**src/rtl/dht11_frame_reader.sv**
```systemverilog
// DHT11 single-wire read transaction: host start pulse, sensor response, 40 data bits,
// checksum verification and a one-cycle o_Done pulse that loads the five frame bytes.
module dht11_frame_reader #(
  parameter int START_LOW_CYC  = 900000,
  parameter int BIT_THRESH_CYC = 2500,
  parameter int TIMEOUT_CYC    = 5000,
  parameter int CNT_W          = 20
) (
  input  logic       i_Clk,
  input  logic       i_Rst_n,
  input  logic       i_Start,
  input  logic       i_Dht_Data,
  output logic       o_Dht_Drive_Low,
  output logic [7:0] o_Hum_Int,
  output logic [7:0] o_Hum_Float,
  output logic [7:0] o_Temp_Int,
  output logic [7:0] o_Temp_Float,
  output logic [7:0] o_Crc,
  output logic       o_Done,
  output logic       o_Busy,
  output logic       o_Err,
  output logic [1:0] o_Err_Code
);

  typedef enum logic [2:0] {
    S_IDLE,
    S_START_LOW,
    S_WAIT_RESP,
    S_RESP_LOW,
    S_RESP_HIGH,
    S_BIT_LOW,
    S_BIT_HIGH,
    S_CHECK
  } state_t;

  state_t           state_q, state_d;
  logic [CNT_W-1:0] cnt_q;
  logic             sync1_q, sync2_q, prev_q;
  logic [39:0]      shift_q, shift_d;
  logic [39:0]      out_q, out_d;
  logic [5:0]       bitIdx_q, bitIdx_d;
  logic             done_q, done_d;
  logic             err_q, err_d;
  logic [1:0]       errCode_q, errCode_d;

  logic             fall, rise, timeout, abort;
  logic [1:0]       abortCode;
  logic [7:0]       sum;

  // The line idles high (pull-up), so the synchroniser resets to 1 to avoid a false edge.
  always_ff @(posedge i_Clk) begin
    if (!i_Rst_n) begin
      sync1_q <= 1'b1;
      sync2_q <= 1'b1;
      prev_q  <= 1'b1;
    end else begin
      sync1_q <= i_Dht_Data;
      sync2_q <= sync1_q;
      prev_q  <= sync2_q;
    end
  end

  assign fall    = prev_q & ~sync2_q;
  assign rise    = ~prev_q & sync2_q;
  assign timeout = (cnt_q == CNT_W'(TIMEOUT_CYC));
  assign sum     = shift_q[39:32] + shift_q[31:24] + shift_q[23:16] + shift_q[15:8];

  always_ff @(posedge i_Clk) begin
    if (!i_Rst_n) begin
      state_q   <= S_IDLE;
      cnt_q     <= '0;
      shift_q   <= '0;
      out_q     <= '0;
      bitIdx_q  <= '0;
      done_q    <= 1'b0;
      err_q     <= 1'b0;
      errCode_q <= 2'b00;
    end else begin
      state_q   <= state_d;
      cnt_q     <= (state_d != state_q) ? '0 : cnt_q + 1'b1;
      shift_q   <= shift_d;
      out_q     <= out_d;
      bitIdx_q  <= bitIdx_d;
      done_q    <= done_d;
      err_q     <= err_d;
      errCode_q <= errCode_d;
    end
  end

  // Edges are tested before timeouts so an edge arriving on the timeout cycle still counts.
  always_comb begin
    state_d   = state_q;
    shift_d   = shift_q;
    out_d     = out_q;
    bitIdx_d  = bitIdx_q;
    done_d    = 1'b0;
    err_d     = 1'b0;
    errCode_d = errCode_q;
    abort     = 1'b0;
    abortCode = 2'b00;

    case (state_q)
      S_IDLE: begin
        if (i_Start) begin
          state_d   = S_START_LOW;
          errCode_d = 2'b00;
        end
      end
      S_START_LOW: begin
        if (cnt_q == CNT_W'(START_LOW_CYC - 1)) state_d = S_WAIT_RESP;
      end
      S_WAIT_RESP: begin
        if (fall) state_d = S_RESP_LOW;
        else if (timeout) begin
          abort     = 1'b1;
          abortCode = 2'b01;
        end
      end
      S_RESP_LOW: begin
        if (rise) state_d = S_RESP_HIGH;
        else if (timeout) begin
          abort     = 1'b1;
          abortCode = 2'b01;
        end
      end
      S_RESP_HIGH: begin
        if (fall) begin
          state_d  = S_BIT_LOW;
          bitIdx_d = '0;
        end else if (timeout) begin
          abort     = 1'b1;
          abortCode = 2'b01;
        end
      end
      S_BIT_LOW: begin
        if (rise) state_d = S_BIT_HIGH;
        else if (timeout) begin
          abort     = 1'b1;
          abortCode = 2'b10;
        end
      end
      S_BIT_HIGH: begin
        if (fall) begin
          shift_d = {shift_q[38:0], (cnt_q > CNT_W'(BIT_THRESH_CYC))};
          if (bitIdx_q == 6'd39) state_d = S_CHECK;
          else begin
            state_d  = S_BIT_LOW;
            bitIdx_d = bitIdx_q + 6'd1;
          end
        end else if (timeout) begin
          abort     = 1'b1;
          abortCode = 2'b10;
        end
      end
      S_CHECK: begin
        if (sum == shift_q[7:0]) begin
          out_d   = shift_q;
          done_d  = 1'b1;
          state_d = S_IDLE;
        end else begin
          abort     = 1'b1;
          abortCode = 2'b11;
        end
      end
      default: state_d = S_IDLE;
    endcase

    if (abort) begin
      state_d   = S_IDLE;
      err_d     = 1'b1;
      errCode_d = abortCode;
    end
  end

  assign o_Dht_Drive_Low = (state_q == S_START_LOW);
  assign o_Busy          = (state_q != S_IDLE);
  assign o_Done          = done_q;
  assign o_Err           = err_q;
  assign o_Err_Code      = errCode_q;
  assign o_Hum_Int       = out_q[39:32];
  assign o_Hum_Float     = out_q[31:24];
  assign o_Temp_Int      = out_q[23:16];
  assign o_Temp_Float    = out_q[15:8];
  assign o_Crc           = out_q[7:0];

endmodule

```
**config.mk**
```make
export PLATFORM = sky130hd
export DESIGN_NAME = dht11_frame_reader
export DESIGN_NICKNAME = d
export VERILOG_FILES = /design/src/rtl/dht11_frame_reader.sv
export SDC_FILE = /design/constraint.sdc
export NUM_CORES = 1
export LEC_CHECK = 0
export CORE_MARGIN = 1
export CORE_UTILIZATION = 40
export CTS_BUF_LIST = sky130_fd_sc_hd__clkbuf_8
export CTS_CLUSTER_SIZE = 10
export DETAILED_ROUTE_END_ITERATION = 12
export GPL_ROUTABILITY_DRIVEN = 0
export SLEW_MARGIN = 30
export SYNTH_ARGS = -nofsm -noshare
export SYNTH_HDL_FRONTEND = slang
export SYNTH_SLANG_ARGS = --single-unit
```
**constraint.sdc**
```tcl
create_clock -name i_Clk -period 8.7 [get_ports i_Clk]
set_input_delay 1.305 -clock i_Clk [delete_from_list [all_inputs] [get_ports i_Clk]]
set_output_delay 1.305 -clock i_Clk [all_outputs]
set_load 0.01 [all_outputs]
```
==> results of run 1 <==
layout by cell type (no fill, tap or decap), drive strengths merged, types with 6 or more instances in the layout:
master and count:
ha 10, and3 9, o21ai 49, a21oi 88
buf 6, dfxtp 116, clkinv 6, fa 14
xnor2 20, nor2 26, clkdlybuf4s50 49, clkbuf 20
nor3 25, a21o 6, nand4 46, xor2 16
nand2 100, inv 20, nand3 15
power groups by stage:
stage          logic, mW  clock network [mW]  registers (mW)
3_3_place_gp      0.0198                   0           0.547
4_1_cts           0.0200               0.495           0.535
6_report          0.0196               0.486           0.535
3_5_place_dp      0.0199                   0           0.547
2_1_floorplan     0.0160                   0           0.546
5_1_grt           0.0220               0.523           0.535
flip-flops by register name, indices dropped and copies added, names as in the netlist:
name / count
out_q: 40
cnt_q: 20
shift_q: 40
sync2_q: 1
bitIdx_q: 6
o_Err_Code: 2
state_q: 3
o_Err: 1
prev_q: 1
o_Done: 1
sync1_q: 1
routing by layer:
layer	vias up	global-route usage
met5	-	0
met4	0	0.0648
met3	14	0.0519
met2	57	0.290
met1	2171	0.257
li1	2312	-
cell usage after synthesis, drive strengths merged, types with 2 or more instances:
master	number	area, um2
dfxtp	116	2320
nor2	26	97.6
nor3b	4	40.0
and2	4	25.0
fa	14	280
xnor2	20	175
nand2b	4	25.0
a2111oi	2	17.5
nor4b	2	30.0
buf	21	155
o21ai	49	249
inv	18	67.6
nand4	46	288
clkbuf	28	105
and3	9	57.6
a21o	6	45.0
a21oi	88	444
nand2	100	375
ha	10	125
nor3	25	180
xnor3	2	45.0
nor4	3	33.8
nand3	15	80.1
xor2	16	148
stage by stage:
step | cell area [um2] | util | hold WS (ns) | power, mW | worst slack [ns]
6_report | 6480 | 0.482 | 0.414 | 1.04 | 4.47
5_1_grt | 6480 | 0.482 | 0.435 | 1.08 | 4.21
4_1_cts | 6480 | 0.482 | 0.421 | 1.05 | 4.47
3_5_place_dp | 6090 | 0.453 | 0.400 | 0.567 | 4.46
3_3_place_gp | 6090 | 0.453 | 0.393 | 0.566 | 4.59
2_1_floorplan | 5600 | - | 0.386 | 0.562 | 5.25
worst max-delay path by stage:
| stage | start | endpoint | slack [ns] | cells past startpoint |
|---|---|---|---|---|
| 6_report | shift_q[9]$_SDFFE_PN0P_ | o_Err_Code[1]$_SDFFE_PN0P_ | 4.47 | 12 |
| 3_5_place_dp | shift_q[9]$_SDFFE_PN0P_ | o_Err_Code[1]$_SDFFE_PN0P_ | 4.46 | 12 |
| 4_1_cts | shift_q[9]$_SDFFE_PN0P_ | o_Err_Code[1]$_SDFFE_PN0P_ | 4.47 | 12 |
| 2_1_floorplan | shift_q[9]$_SDFFE_PN0P_ | out_q[32]$_SDFFE_PN0P_ | 5.25 | 13 |
| 3_3_place_gp | shift_q[9]$_SDFFE_PN0P_ | o_Err_Code[1]$_SDFFE_PN0P_ | 4.59 | 12 |
| 5_1_grt | shift_q[9]$_SDFFE_PN0P_ | o_Err_Code[1]$_SDFFE_PN0P_ | 4.21 | 12 |
cell families after synthesis:
family                     after synthesis  share of synthesized area
DFF                                    116                      0.415
AOI/OAI and AO/OA                      158                      0.157
muxes                                    1                    0.00179
xor gates and xnor gates                38                     0.0657
and+or+nand+nor                        244                      0.229
buffers and inverters                   67                     0.0586
adders and majority gates               24                     0.0725
worst max-delay path, cell delays in order, from the launching register on:
cell and delay, ns:
dfxtp_1 0.36, fa_1 0.54, inv_1 0.05, fa_1 0.50, inv_1 0.05, ha_1 0.22, fa_1 0.41, xnor2_1 0.15
xnor2_1 0.13, nor4_1 0.41, o2111a_2 0.82, a21oi_1 0.22, a31o_2 0.26
area by class of cell:
cell class / count / area share
multi-input cells: 465 / 0.455
flip-flops and latches: 116 / 0.358
repair buffers: 55 / 0.0826
clock buffers: 20 / 0.0425
well taps: 176 / 0.0340
clock inverters: 12 / 0.0174
inverters: 18 / 0.0104
==> results by group, run 1 <==
Run status
  • Status: finished clean

Worst setup path
  • Critical Path Source Type: register
  • CP max FO: between 40 and 50
  • FF-to-FF setup slack: between 4 and 5 ns
  • Crit end category: register
  • R2R Path End: o_Err_Code[1]$_SDFFE_PN0P_
  • Cell count of the worst reg-to-reg path: 12
  • Critical path data arrival time: approximately 4.6 ns
  • Worst Path Required: 9.03 ns
  • Critical setup path kind: reg -> reg
  • Reg-to-reg startpoint: shift_q[9]$_SDFFE_PN0P_

Logic synthesis
  • Syn avg cell area: 8.63 um2
  • Main flop type after synthesis: dfxtp_1
  • Synth Net Count: 676
  • Async SR Flop Fraction: 0
  • EDFF count, synth: 0
  • Post-synthesis cell area: roughly 5600 um2
  • Register area share after synthesis: 0.415
  • Synth warn: 0
  • #FFs+latches synth: 116
  • Number of distinct library cells after synthesis: 56
  • Post-Synthesis Cells: 648

Layout
  • Area of the multi-input gates: 2950 um2
  • Reg area: roughly 2300 um2
  • # diodes: 0
  • Fillcell total: 1313
  • Post-Layout Cell Count: 862
  • Final nets: 701
  • Share of layout cells above drive strength 1: 0.0948
  • Area Growth Syn to Fin: 15.9%

STA
  • Final setup violation count: 0
  • Tcrit/Tclk final: 0.487
  • Final setup skew: around 0.010 ns
  • Final Hold Vio Count: 0
  • Slew HR: 0.434
  • Final min period: 4.23 ns
  • Setup TNS: 0 ns
  • Max Clk Rate: about 240 MHz
  • RSZ-0062 raised after global routing: no
  • Slew Viols, Final: 0
  • Slew at the pin with the worst max-slew slack: between 0.8 and 0.9 ns

Placement
  • Detailed-placement wirelength estimate: 8750 um
  • Placed Cells: between 800 and 900
  • Port Buffers: 49

GRT
  • First-pass GRT wire length: around 22000 um
  • Vias in the first global route: 4345
  • Tot GR Track Use: 0.190
  • Grt ovf: 0
  • Initial antenna violation count: 0
  • Largest net degree at the start of global routing: 46

Route
  • DR WL met3: 399 um
  • Routed vias: 4554
  • Vias per inst: 5.28
  • Max Used Layer: met4
  • Antenna viol nets, final: 0
  • Post-Route WL: 12800 um
  • Met2 wire length: 5960 um
  • DRT met1 WL: 6260 um
  • DR pass1 iterations: 4
  • Post-DR wirelength/cell: 14.8 um
  • DRT iter0 DRCs: 340
  • DRC: 0

CTS
  • CTS tree: yes
  • Post-CTS setup buffer count: 0
  • Clk_lat worst skew: 0.44 ns
  • CTS clk-pin slew, worst paths: 0.07 ns
  • CTS Buf Count: 17
  • Post-CTS Hold Buffers: 0
  • CTS max path bufs: 2
  • Post_cts resized: 0
  • CTS H-tree lvls: 4
  • CTS sink count: 116
  • Root Buffer: clkbuf_8

Power
  • Leakage power: 2.28 nW
  • Sw frac: 0.221
  • Sw Pwr: 230 uW
  • Clock power frac: 0.467
  • Worst VDD drop: ~0.00012 V
  • Logic gate share of total power: 0.019
  • Int Power: 810 uW
  • Power per Cell Area: 160 nW/um2
  • Sequential Power Share: 0.514

Die
  • Num rows: 42
  • Die area: ~14000 um2
  • Die Height: 120 um
  • Core area: 13500 um2
  • Die X: 120 um
  • Initial Util: 0.416
  • Io pins: 50

Job
  • Max Cap Violations: 0

Worst hold path
  • Hold Path End: sync2_q$_SDFF_PN1_
  • Hold path startpoint: sync1_q$_SDFF_PN1_
  • Hold path cells: 1
  • HP Class: reg -> reg
(Power assumes the default switching activity.)
==> run 2, diff against run 1 <==
- clock period: 8.7 -> 4.25 ns (I/O delays scaled with it)
==> run 2 against run 1 <==
Net effect:
- register-to-register slack got worse by 4.0 ns
- clock-buffer cell count unchanged
- maximum frequency increased by 12%
==> results by group, run 2 (same netlist as run 1, synthesis figures left out) <==
Route
  • Vias per inst: 5.30 (+0.26%)
  • Routed vias: 4587 (+0.72%)
  • Post-Route WL: 13000 um (+1.7%)
  • DR pass1 iterations: 4 (unchanged)
  • Post-DR wirelength/cell: 15.0 um (+1.2%)
  • Antenna viol nets, final: 0 (unchanged)
  • DRT iter0 DRCs: 285 (-16%)
  • DRC: 0 (unchanged)

Die
  • Initial Util: 0.416 (unchanged)
  • Die area: 14500 um2 (unchanged)
  • Num rows: 42 (unchanged)
  • Io pins: 50 (unchanged)
  • Die X: 120 um (unchanged)
  • Core area: 13500 um2 (unchanged)
  • Die Height: 120 um (unchanged)

Power
  • Leakage power: 2.32 nW (+1.5%)
  • Sequential Power Share: 0.538 (+0.024)
  • Sw Pwr: 445 uW (+93%)
  • Worst VDD drop: 0.000238 V (+93%)
  • Sw frac: 0.218 (-0.00263)
  • Clock power frac: 0.442 (-0.025)
  • Int Power: 1.59 mW (+96%)
  • Logic gate share of total power: 0.020 (about the same)
  • Power per Cell Area: 313 nW/um2 (+95%)

Layout
  • Area of the multi-input gates: 2950 um2 (unchanged)
  • Regs by FF count: out_q (40), shift_q (40), cnt_q (20)
  • Area Growth Syn to Fin: 16.3%
  • Commonest non-fill, non-tap cell in the layout: dfxtp_1
  • # diodes: 0 (unchanged)
  • Final core occ: 0.484 (+0.00167)
  • Most frequent cells in the layout: dfxtp_1 (116), nand2_1 (100), a21oi_1 (87)
  • Final Instance Area: 6500 um2 (+0.35%)
  • Reg area: 2320 um2 (unchanged)
  • Fillcell total: 1320 (+0.53%)
  • Share of layout cells above drive strength 1: 0.0942 (-0.000549)
  • Final nets: 706 (+0.71%)

STA
  • Slew at the pin with the worst max-slew slack: 0.852 ns (+0.00275 ns)
  • Slew Viols, Final: 0 (unchanged)
  • Final Hold Vio Count: 0 (unchanged)
  • Slew HR: 0.432 (-0.00183)
  • Max Clk Rate: 263 MHz (+12%)
  • Tcrit/Tclk final: 0.894 (+0.407)
  • Final setup skew: 0.00929 ns (-0.00116 ns)
  • Final Worst Setup Slack: 0.452 ns (-4.01 ns)
  • Final setup violation count: 0 (unchanged)
  • Final min period: 3.80 ns (-0.437 ns)
  • RSZ-0062 raised after global routing: no
  • Setup TNS: 0 ns (unchanged)

CTS
  • Root Buffer: clkbuf_8
  • CTS Buf Count: 17 (unchanged)
  • Post-CTS setup buffer count: 0 (unchanged)
  • Post-CTS Hold Buffers: 0 (unchanged)
  • CTS H-tree lvls: 4 (unchanged)
  • Post_cts resized: 0 (unchanged)
  • CTS tree: yes
  • CTS max path bufs: 2 (unchanged)
  • Clk_lat worst skew: 0.43 ns (about the same)
  • CTS sink count: 116 (unchanged)
  • CTS clk-pin slew, worst paths: 0.07 ns (about the same)

Worst setup path
  • CP max FO: 23 (-44%)
  • Crit end category: register
  • Worst Path Required: 4.60 ns (-4.43 ns)
  • Slowest cell on the critical path: fa_1
  • Worst path cell trace: fa_1, inv_1, fa_1, inv_1, ha_1, fa_1, xnor2_1, xnor2_1, nor4_1, o2111a_2, buf_4, nand4_1, a21oi_1
  • Critical setup path kind: reg -> reg
  • WP buf/inv: 3 (+1)
  • CP most frequent cell: fa_1
  • Crit path max-delay family: adder cells
  • Critical Path Source Type: register
  • Critical Path Max Stage Delay: 0.54 ns (-0.28 ns)
  • Critical path data arrival time: 4.15 ns (-0.42 ns)

GRT
  • First-pass GRT wire length: 22100 um (+2.5%)
  • Vias in the first global route: 4422 (+1.8%)
  • Tot GR Track Use: 0.193 (+0.00292)
  • Largest net degree at the start of global routing: 43 (-6.5%)
  • Initial antenna violation count: 0 (unchanged)
  • Grt ovf: 0 (unchanged)

Placement
  • Post-Place Setup Slack: 0.449 ns (-4.01 ns)
  • Detailed-placement wirelength estimate: 8880 um (+1.5%)
  • Port Buffers: 49 (unchanged)
  • DP Area: 6160 um2 (+1.0%)

Worst hold path
  • HP Class: reg -> reg

Run status
  • Status: finished clean

Job
  • Max Cap Violations: 0 (unchanged)
-- run 2: layout make-up --
| cell class | count | share of cell area |
|---|---|---|
| Timing Repair Buffer | 60 | 0.0919 |
| Tap cell | 176 | 0.0339 |
| Inverter | 18 | 0.0104 |
| Multi-Input combinational cell | 465 | 0.453 |
| Clock inverter | 11 | 0.0112 |
| Clock buffer | 20 | 0.0423 |
| Sequential cell | 116 | 0.357 |
-- run 2: final timing paths --
path	from	end	slack [ns]	cells after the start
worst max-delay path	shift_q[9]$_SDFFE_PN0P_	out_q[35]$_SDFFE_PN0P_	0.45	13
worst max register to register	shift_q[9]$_SDFFE_PN0P_	out_q[35]$_SDFFE_PN0P_	0.45	13
worst min register to register	sync1_q$_SDFF_PN1_	sync2_q$_SDFF_PN1_	0.42	1
worst min-delay path	sync1_q$_SDFF_PN1_	sync2_q$_SDFF_PN1_	0.42	1
-- run 2: routing by layer --
metal	wire length [um]	GRT usage	vias to the layer above
met4	102	0.0625	0
li1	-	-	2321
met3	493	0.0491	10
met2	6090	0.298	75
met5	0	0	-
met1	6300	0.261	2181
-- run 2: through the flow --
stage	hold WS [ns]	total power, mW	std cells
final	0.420	2.04	866
after global routing	0.458	2.12	866
after CTS	0.428	2.06	866
after detailed placement	0.410	1.16	835
after global placement	0.394	1.16	835
after floorplan	0.386	1.15	648
-- run 2: worst register-to-register path: cells and delay by family, from the launching register on --
family,cells,cell delay (ns)
flops,1,0.35
fa+ha+maj,4,1.67
simple gates,2,0.57
buf+inv,3,0.37
compound gates,2,0.46
xor+xnor,2,0.31
-- run 2: power groups by stage --
| stage | Combinational, mW | Sequential (mW) | Clock, mW |
|---|---|---|---|
| 2_1_floorplan | 0.0327 | 1.12 | 0 |
| 4_1_cts | 0.0416 | 1.09 | 0.927 |
| 5_1_grt | 0.0461 | 1.10 | 0.974 |
| 3_5_place_dp | 0.0415 | 1.12 | 0 |
| 3_3_place_gp | 0.0410 | 1.12 | 0 |
| 6_report | 0.0412 | 1.10 | 0.899 |
==> run 3, diff against run 2 <==
- ABC_AREA: default -> 1
- CORE_MARGIN: 1 -> default
==> run 3 against run 2 <==
Net effect:
- sequential share of layout area down 0.37 points
- setup slack worse by 0.11 ns
- final area increased by 1.1%
- global-route usage shrank 1.3 points
- final cell count up 10%
- non-clock buffer count down 6
- clock skew is 0.00066 ns lower
- synthesized cell count increased by 11%
==> results by group, run 3 <==
Logic synthesis
  • Largest area contributor in the netlist: dfxtp_1
  • Synth warn: 0 (unchanged)
  • Number of distinct library cells after synthesis: 37 (-34%)
  • Syn avg cell area: 7.59 um2 (-12%)
  • EDFF count, synth: 0 (unchanged)
  • Register area share after synthesis: 0.424 (+0.00891)
  • Async SR Flop Fraction: 0 (unchanged)
  • Most common cell in the netlist: dfxtp_1
  • Post-synth top cells: dfxtp_1 (116), inv_1 (115), o21ai_0 (85)
  • #FFs+latches synth: 116 (unchanged)
  • Post-Synthesis Cells: 722 (+11%)
  • Synth area leaders: dfxtp_1 (42%), inv_1 (7.9%), o21ai_0 (7.8%)
  • Main flop type after synthesis: dfxtp_1
  • Post-synthesis cell area: 5480 um2 (-2.1%)
  • Share of the synthesized area in the top cell type: 0.424 (+0.00891)
  • Synth Net Count: 750 (+11%)

GRT
  • First-pass GRT wire length: 20400 um (-7.7%)
  • Top Usage Layer GRT: met2
  • Initial antenna violation count: 0 (unchanged)
  • GR Util met3: 0.0489 (-0.000206)
  • Grt ovf: 0 (unchanged)
  • Largest net degree at the start of global routing: 61 (+42%)
  • Met1 Use GR: 0.224 (-0.0369)
  • Tot GR Track Use: 0.180 (-0.0130)
  • Vias in the first global route: 4464 (+0.95%)
  • Met2 Track Usage GR: 0.298 (-0.000530)

Die
  • Core area: 13300 um2 (-1.2%)
  • Die area: 14200 um2 (-2.1%)
  • Die X: 119 um (-1.0%)
  • Io pins: 50 (unchanged)
  • Die Height: 119 um (-1.0%)
  • Num rows: 42 (unchanged)
  • Initial Util: 0.412 (-0.00391)

Layout
  • Share of layout cells above drive strength 1: 0.101 (+0.00721)
  • Final nets: 794 (+12%)
  • Final Instance Area: 6570 um2 (+1.1%)
  • Area Growth Syn to Fin: 20.0%
  • Commonest non-fill, non-tap cell in the layout: dfxtp_1
  • # diodes: 0 (unchanged)
  • Fillcell total: 1292 (-2.1%)
  • Regs by FF count: out_q (40), shift_q (40), cnt_q (20)
  • Post-Layout Cell Count: 955 (+10%)
  • Area of the multi-input gates: 2590 um2 (-12%)
  • Reg area: 2320 um2 (unchanged)
  • Most frequent cells in the layout: dfxtp_1 (116), inv_1 (114), o21ai_0 (85)

CTS
  • CTS tree: yes
  • CTS max path bufs: 2 (unchanged)
  • CTS sink count: 116 (unchanged)
  • CTS Buf Count: 17 (unchanged)
  • Post-CTS setup buffer count: 0 (unchanged)
  • CTS clk-pin slew, worst paths: 0.07 ns (about the same)
  • Clk_lat worst skew: 0.44 ns (about the same)
  • Post-CTS Hold Buffers: 0 (unchanged)
  • CTS H-tree lvls: 4 (unchanged)
  • Post_cts resized: 0 (unchanged)
  • Root Buffer: clkbuf_8

Power
  • Power per Cell Area: 357 nW/um2 (+14%)
  • Tot Pwr: 2.35 mW (+15%)
  • Worst VDD drop: 0.000188 V (-21%)
  • Leakage power: 2.71 nW (+17%)

Worst hold path
  • HP Class: reg -> reg
  • Hold path cells: 1 (unchanged)

Route
  • Post-Route WL: 11700 um (-9.8%)
  • Routed vias: 4590 (+0.065%)
  • DRT iter0 DRCs: 246 (-14%)
  • DRC: 0 (unchanged)
  • Post-DR wirelength/cell: 12.3 um (-18%)
  • Vias per inst: 4.81 (-9.3%)
  • Antenna viol nets, final: 0 (unchanged)
  • DR pass1 iterations: 5 (+1)

STA
  • RSZ-0062 raised after global routing: no
  • Tcrit/Tclk final: 0.921 (+0.0270)
  • Final setup violation count: 0 (unchanged)
  • Slew Viols, Final: 0 (unchanged)
  • Slew at the pin with the worst max-slew slack: 0.675 ns (-0.177 ns)
  • Final min period: 3.91 ns (+0.115 ns)
  • Setup TNS: 0 ns (unchanged)
  • Final hold slack: 0.418 ns (-0.00280 ns)
  • Final Hold Vio Count: 0 (unchanged)
  • Slew HR: 0.550 (+0.118)
  • Max Clk Rate: 256 MHz (-2.9%)
  • Final setup skew: 0.00863 ns (-0.000655 ns)

Placement
  • Port Buffers: 49 (unchanged)
  • Detailed-placement wirelength estimate: 8380 um (-5.6%)
  • Placed Cells: 923 (+11%)
  • DP Area: 6110 um2 (-0.75%)

Worst setup path
  • Worst Path Required: 4.63 ns (+0.03 ns)
  • CP max FO: 20 (-13%)
  • Cell count of the worst reg-to-reg path: 22 (+9)
  • Critical setup path kind: reg -> reg
  • FF-to-FF setup slack: 0.34 ns (-0.11 ns)
  • Critical path data arrival time: 4.29 ns (+0.14 ns)
  • Crit end category: register
  • Critical Path Source Type: register

Job
  • Max Cap Violations: 0 (unchanged)

Run status
  • Status: finished clean
-- run 3: cell count changes after synthesis, sizes merged, moves of 13 or more --
cell	change
nand3	+14
inv	+99
o21ai	+37
buf	-18
a21oi	-14
nor3	-13
nor2	+78
xnor2	-13
nand2	-22
nand4	-35
-- run 3: final cells by class --
class	count	area share
well taps	176	0.0335
inverters	117	0.0668
repair buffers	54	0.0815
clock inverters	15	0.0348
multi-input cells	460	0.395
clock buffers	17	0.0356
flip-flops and latches	116	0.353
-- run 3: cell families (layout without fill, tap and decap cells) --
logic type	Yosys count	count (layout)	share of synthesized area
AO/OA/AOI/OAI	166	166	0.156
XOR/XNOR	20	20	0.0320
adder cells (fa/ha/maj)	24	24	0.0740
buffers and inverters	146	203	0.103
flip-flops	116	116	0.424
AND/OR/NAND/NOR	250	250	0.211
-- run 3: path summary, 6_finish.rpt --
path                         end                    start
max          cnt_q[3]$_SDFF_PP0_  shift_q[9]$_SDFFE_PN0P_
min           sync2_q$_SDFF_PN1_       sync1_q$_SDFF_PN1_
max reg2reg  cnt_q[3]$_SDFF_PP0_  shift_q[9]$_SDFFE_PN0P_
min reg2reg   sync2_q$_SDFF_PN1_       sync1_q$_SDFF_PN1_
-- run 3: power breakdown --
| part | switching [mW] | internal (mW) | leakage [nW] |
|---|---|---|---|
| clock network | 0.484 | 0.703 | 0.219 |
| registers | 0.00390 | 1.09 | 0.935 |
| logic | 0.0427 | 0.0235 | 1.55 |
-- run 3: layer usage --
metal | part of all wire | wire length, um
met1 | 0.47 | 5460
met5 | 0 | 0
met4 | 0.011 | 130
met3 | 0.038 | 448
met2 | 0.48 | 5680
-- run 3: stage by stage --
stage          setup slack (ns)   util
6_report                  0.338  0.494
5_1_grt                  0.0237  0.494
4_1_cts                   0.336  0.494
3_5_place_dp              0.359  0.460
3_3_place_gp              0.489  0.460
2_1_floorplan             0.714      -
-- run 3: worst max-delay path: stages (launching register included) --
cell and delay [ns]:
dfxtp_1 0.36, fa_1 0.54, inv_1 0.05, fa_1 0.50, inv_1 0.04, ha_1 0.23, fa_1 0.41, inv_1 0.09
nand2_1 0.07, nand3b_1 0.08, nand2_1 0.06, nor2_1 0.10, nand3_1 0.11, nor2_2 0.15, nand3_2 0.11, nand2_2 0.12
nand2_2 0.09, nor2_4 0.14, nand2_2 0.08, a21oi_2 0.13, nand4_2 0.11, buf_12 0.19, nor2_2 0.09
